### config.mk
export PLATFORM = sky130hd
export DESIGN_NAME = cmov
export DESIGN_NICKNAME = d
export VERILOG_FILES = /design/src/rtl/cmov.sv
export SDC_FILE = /design/constraint.sdc
export NUM_CORES = 1
export LEC_CHECK = 0
export CAP_MARGIN = 10
export CORE_MARGIN = 2
export CORE_UTILIZATION = 40
export CTS_CLUSTER_SIZE = 16
export DETAILED_ROUTE_END_ITERATION = 10
export DONT_BUFFER_PORTS = 1
export PLACE_DENSITY = 0.6
export SETUP_SLACK_MARGIN = 0.3
export SYNTH_ARGS = -nofsm -noshare
export SYNTH_HDL_FRONTEND = slang
export SYNTH_SLANG_ARGS = --single-unit
### constraint.sdc
create_clock -name clk -period 2.3 [get_ports clk]
set_input_delay 0.345 -clock clk [delete_from_list [all_inputs] [get_ports clk]]
set_output_delay 0.345 -clock clk [all_outputs]
set_load 0.03 [all_outputs]
### src/rtl/cmov.sv
// cmov: constant-time conditional copy of one of two 64-bit word buffers into a destination region.
// Optional build macro CMOV_ZEROIZE_EN clears the datapath registers once the copy has finished.
module cmov (
  input  logic        clk,
  input  logic        rst,
  input  logic [9:0]  ilen,
  input  logic        verify_true,
  output logic [8:0]  rd_address,
  output logic        rd_base_sel,
  input  logic [63:0] din,
  output logic [8:0]  wr_address,
  output logic        wr_en,
  output logic [63:0] dout,
  output logic        done
);

  typedef enum logic [2:0] {
    S_INIT  = 3'd0,
    S_A     = 3'd1,
    S_B     = 3'd2,
    S_C     = 3'd3,
    S_FLUSH = 3'd4,
    S_DONE  = 3'd5
  } state_t;

  state_t      r_state;
  state_t      w_next;
  logic [9:0]  r_i;
  logic [9:0]  r_len;
  logic        r_sel;
  logic [63:0] r_din0;
  logic [63:0] r_dout;
  logic [8:0]  r_wr_address;
  logic        r_wr_en;
  logic [9:0]  w_len;
  logic [9:0]  w_i_inc;
  logic [63:0] w_mask;
  logic [63:0] w_mix;

  // Length saturation, counter increment and the branch-free select of the two source words.
  always_comb begin
    w_len   = (ilen > 10'd512) ? 10'd512 : ilen;
    w_i_inc = r_i + 10'd1;
    w_mask  = {64{r_sel}};
    w_mix   = (r_din0 & w_mask) | (din & ~w_mask);
  end

  // Next-state logic; the path through A/B/C never depends on the select flag.
  always_comb begin
    w_next = r_state;
    case (r_state)
      S_INIT: begin
        if (w_len == 10'd0) begin
          w_next = S_DONE;
        end else begin
          w_next = S_A;
        end
      end
      S_A:     w_next = S_B;
      S_B:     w_next = S_C;
      S_C: begin
        if (w_i_inc == r_len) begin
          w_next = S_FLUSH;
        end else begin
          w_next = S_A;
        end
      end
      S_FLUSH: w_next = S_DONE;
      S_DONE:  w_next = S_DONE;
      default: w_next = S_INIT;
    endcase
  end

  // State, counter and datapath registers with synchronous reset.
  always_ff @(posedge clk) begin
    if (rst) begin
      r_state      <= S_INIT;
      r_i          <= 10'd0;
      r_len        <= 10'd0;
      r_sel        <= 1'b0;
      r_din0       <= 64'd0;
      r_dout       <= 64'd0;
      r_wr_address <= 9'd0;
      r_wr_en      <= 1'b0;
    end else begin
      r_state <= w_next;
      r_wr_en <= (r_state == S_C);
      case (r_state)
        S_INIT: begin
          r_sel <= verify_true;
          r_i   <= 10'd0;
          r_len <= w_len;
        end
        S_B: begin
          r_din0 <= din;
        end
        S_C: begin
          r_dout       <= w_mix;
          r_wr_address <= r_i[8:0];
          r_i          <= w_i_inc;
        end
        S_FLUSH: begin
`ifdef CMOV_ZEROIZE_EN
          // Wipe key and fallback material once the last strobe has gone out.
          r_din0 <= 64'd0;
          r_dout <= 64'd0;
          r_sel  <= 1'b0;
`else
          r_din0 <= r_din0;
`endif
        end
        default: begin
          r_i <= r_i;
        end
      endcase
    end
  end

  assign rd_address  = r_i[8:0];
  assign rd_base_sel = (r_state == S_B);
  assign done        = (r_state == S_DONE);
  assign wr_address  = r_wr_address;
  assign wr_en       = r_wr_en;
  assign dout        = r_dout;

endmodule

Word-level counts from Yosys, hierarchy flattened
Index checks and enable logic that the tools add are counted.
{"block": "classes", "muxes": 5, "addsub": 1, "reduce_logical": 4, "n_eq_ne": 6, "bitwise": 4, "magnitude_cmp": 1}
{"cell": "$and A64 B64 Y64", "count": 2}
{"cell": "$not A64 Y64", "count": 1}
{"cell": "$or A64 B64 Y64", "count": 1}
{"cell": "$pmux W10 S2", "count": 1}
{"cell": "$pmux W3 S5", "count": 1}
{"cell": "$add A10 B1 Y10 const B", "count": 1}
{"cell": "$eq A10 B10 Y1", "count": 1}
{"cell": "$gt A10 B10 Y1 const B", "count": 1}
{"cell": "$logic_not A10 Y1", "count": 1}
{"cell": "$mux W10", "count": 1}
{"cell": "$eq A3 B2 Y1 const B", "count": 2}
{"cell": "$eq A3 B3 Y1 const B", "count": 2}
{"cell": "$mux W3", "count": 2}
{"cell": "$eq A3 B1 Y1 const B", "count": 1}
{"cell": "$logic_not A3 Y1", "count": 1}
{"cell": "$reduce_bool A2 Y1", "count": 1}
{"cell": "$reduce_or A2 Y1", "count": 1}
{"block": "word_totals", "output_inout_bits": 85, "elab_cells": 29, "reg_bits": 162, "inputBits": 77}

Logic depth before layout (Yosys ltp)
{"block": "depth", "depth_word": 5, "mapped_depth": 8, "mapped_depth_nobuf": 7}

Worst setup path before layout
Ideal clock, no wire load.
{"block": "synth_path", "path_type": "reg2reg", "from": "reg r_i[0]", "to": "reg r_state[0]", "synth_period_minus_slack_ns": 1.831, "required_time_ns": 2.176, "slack_ns": 0.469, "n_path_buf": 1, "path_stages_with_launch": 8, "arrival_time_ns": 1.707, "setup_ns": 0.124, "cell_sequence": "dfxtp_1 nand3_1 buf_2 or3_1 or2_1 a41oi_1 nand4_1 o311a_2"}
{"block": "synth_via", "elab_chain_cells": 4}
{"element": "start, declared", "line": "28", "rtl": "logic [9:0] r_i;"}
{"element": "start signal, assigned", "line": "100", "rtl": "r_i <= w_i_inc;"}
{"element": "start signal, assigned", "line": "113", "rtl": "r_i <= r_i;"}
{"element": "$add A10 B1 Y10", "line": "43", "rtl": "w_i_inc = r_i + 10'd1;"}
{"element": "$eq A10 B10 Y1", "line": "62", "rtl": "if (w_i_inc == r_len) begin"}
{"element": "$mux W3", "line": "62"}
{"element": "$pmux W3 S5", "line": "51", "rtl": "case (r_state)"}
{"element": "end signal, assigned", "line": "86", "rtl": "r_state <= w_next;"}
{"element": "end, declared", "line": "26", "rtl": "state_t r_state;"}
Every way passes these cells.
A chain may end at the register's enable or synchronous reset.

Worst setup path after layout
{"block": "layout_path", "from": "reg r_i[1]", "to": "reg r_state[0]"}
Same word-level chain as after synthesis.

==> impl_metrics.yaml <==
logic_synthesis:
  yosys.area_share.adder_pct: 0.189
  muxShareOfSynthArea_pct: 10.1
  synth_edf_count: 0
  synth_xor_area_share_pct: 1.59
  combinational_family_with_the_most_area_after_synthesis: "simple AND/OR/NAND/NOR gates"
  synthSimpleGateAreaFrac_pct: 17.3
  ys_seq_elements: 162
  synthesis.nets: 856
  async_flop_share_pct: 0
  synth_area_um2: 6620
  synth.yosys.seq_area_share_pct: 49.0
  synth-main-ff-cell: "dfxtp_1"
  synth_compound_gate_area_share_pct: 17.0
  syn_area_cell_um2: 8.51
  post_synth_inst_count: 778
  synth.lib_cells_used.distinct: 44
  yosysWarnings: 0
sta:
  fin_skew_ns: 0.0123
  finalCriticalPeriod_ns: 1.91
  relSlewSlack_pct: 49.5
  min_period_over_period_pct: 83.2
  max_slew.worst_pin.slew_ns: 0.758
  hold_viol: 0
  tns_ns: 0
  grt_setup_unrepaired: "true"
  fin_ws_ns: 0.385
  final-setup-viol-count: 0
  fmax_ghz: 0.522
  finalMaxSlewViolations: 0
power_and_ir_drop:
  peakVddDrop_mv: 0.509
  power.static_leakage_nw: 2.56
  post-layout-total-power_mw: 6.96
  power-per-cell-area_nw_per_um2: 918
outcome:
  result_of_the_run: "completed"
finish:
  layoutNonFillerInstCount: 993
  layout-drive-gt1-share_pct: 9.18
  nets: 838
  area_growth_syn_to_layout_pct: 14.5
  layout.filler_cells: 1573
  mostFrequentLayoutCells: "dfxtp_1 (161), nand2_1 (157), nor2_1 (86), a21oi_1 (85), mux2i_1 (67)"
  antenna_cells_inserted: 0
  final_common_cell: "dfxtp_1"
global_routing:
  first_global_vias: 5097
  grt_usage_pct: 18.9
  grt_pass1_wl_um: 26600
  globalRouteOverflowTotal: 0
  grt_antenna_before_repair: 0
  largest_net_degree_at_the_start_of_global_routing: 85
clocking:
  htree_levels: 4
  cts_buffers: 17
  tritoncts_clock_tree: "built"
  cts_num_sinks: 162
  worst_skew_pair_latency_ns: 0.43
  clkSlewWorstSetupHoldPaths_ns: 0.06
  ctsRootBufferMaster: "clkbuf_16"
  cts_max_path_buffers: 2
job:
  maxCapViolCount: 0
min_path:
  hold_path.class: "input port to flip-flop"
die:
  row_count: 47
  chipWidth_um: 133
  floorplan.core_area_um2: 16400
  starting_density_of_the_core_pct: 40.3
  fp.dieArea_um2: 17600
  design.portCount: 162
  vert_die_dim_um: 133
routing:
  route.vias.total: 5282
  drc: 0
  wl_per_cell_um: 16.5
  detail_route.first_pass.iterations: 5
  detail_route.iter0.violations: 257
  detail-route-antenna-nets: 0
  drt_wirelength_um: 16300
  via_per_inst: 5.32
placement:
  gpl.final_weighted_congestion: 0.850
  place.detailed.instances: 946
  place.port_buffers: 0
  place_worst_setup_slack_ns: 0.325
  place.detailed.hpwl_um: 10400
critical_path:
  worst-path-max-fanout: 6
  critPathRequiredTime_ns: 2.61
  critical_path.endpoint_type: "flip-flop"
  ff2ff_setup_slack_ns: 0.39
  crit_path_start_kind: "flip-flop"
  timing.critical_path.arrival_ns: 2.22
  timing.setup.critical_path_class: "flip-flop to flip-flop"
-- metal layers --
layer / part of all wire [%] / global-route usage [%] / vias up
li1: - / - / 2638
met1: 43 / 23.1 / 2464
met3: 8.7 / 7.62 / 14
met2: 47 / 30.6 / 166
met5: 0 / 0 / -
met4: 1.3 / 5.73 / 0
-- synthesized netlist by cell type, drive strengths merged, types with 4 or more instances --
cell type  instances  share of area (%)
dfxtp            162                 49
nand2            157                8.9
nor2              89                5.0
a21oi             85                6.4
mux2i             67                 10
a211oi            64                7.3
clkbuf            45                2.6
buf               26                2.1
o21ai             16                1.2
xnor2             10                1.3
nand3              9               0.68
nor3               5               0.38
nor3b              5               0.57
a22oi              4               0.45
or3                4               0.45
-- cells by family after synthesis --
logic type,Yosys count
AO/OA/AOI/OAI,182
XOR/XNOR,12
adder cells (fa/ha/maj),1
buffers and inverters,75
flip-flops,162
multiplexers,67
AND/OR/NAND/NOR,279
-- worst paths after layout --
| check | startpoint | endpoint | cells after the start |
|---|---|---|---|
| worst min register to register | r_din0[4] | r_din0[4] | 2 |
| worst max-delay path | r_i[1] | r_state[0] | 6 |
| worst min-delay path | rst | dout[35] | 1 |
| worst max register to register | r_i[1] | r_state[0] | 6 |
-- power breakdown --
part	leakage, nW	switching, mW	internal (mW)
combinational	0.950	0.468	0.334
clock	0.289	1.19	1.60
sequential	1.32	0.352	3.01
-- worst max-delay path: stages, from the launching register on --
cell and delay [ns]:
dfxtp_1 0.41, nand3_2 0.16, or3_4 0.43, or3b_1 0.37, o21ai_1 0.09, nand4_1 0.16
o311a_2 0.18
-- final cells by class --
| type | instances | area [um2] | share of cell area [%] |
|---|---|---|---|
| sequential | 162 | 3250 | 42.8 |
| clock buffer | 20 | 467 | 6.16 |
| multi-input combinational | 541 | 3080 | 40.7 |
| clock inverter | 12 | 118 | 1.55 |
| timing repair buffer | 34 | 369 | 4.87 |
| inverter | 4 | 20.0 | 0.264 |
| tap | 220 | 275 | 3.63 |
-- sequential cells by signal (all words and copies together) (netlist names) --
register    flops
r_len          10
r_state         3
wr_en           1
r_i            10
wr_address      9
dout           64
r_din0         64
r_sel           1
-- per-stage QoR --
stage	hold WS [ns]	area (um2)	util (%)
2_1_floorplan	0.436	6620	-
3_3_place_gp	0.426	6800	41.4
3_5_place_dp	0.426	6800	41.4
4_1_cts	0.0000807	7520	45.8
5_1_grt	0.00433	7580	46.2
6_report	0.0284	7580	46.2
-- repair_timing --
| action | 4_1_cts | 5_1_grt |
|---|---|---|
| endpoints found under the hold margin | 91 | 0 |
| setup buffers | 0 | 3 |
| resized for setup | 0 | 8 |
| setup endpoints to repair | 0 | 17 |
| hold buffers | 12 | 0 |
Power figures use the tool's default switching activity.
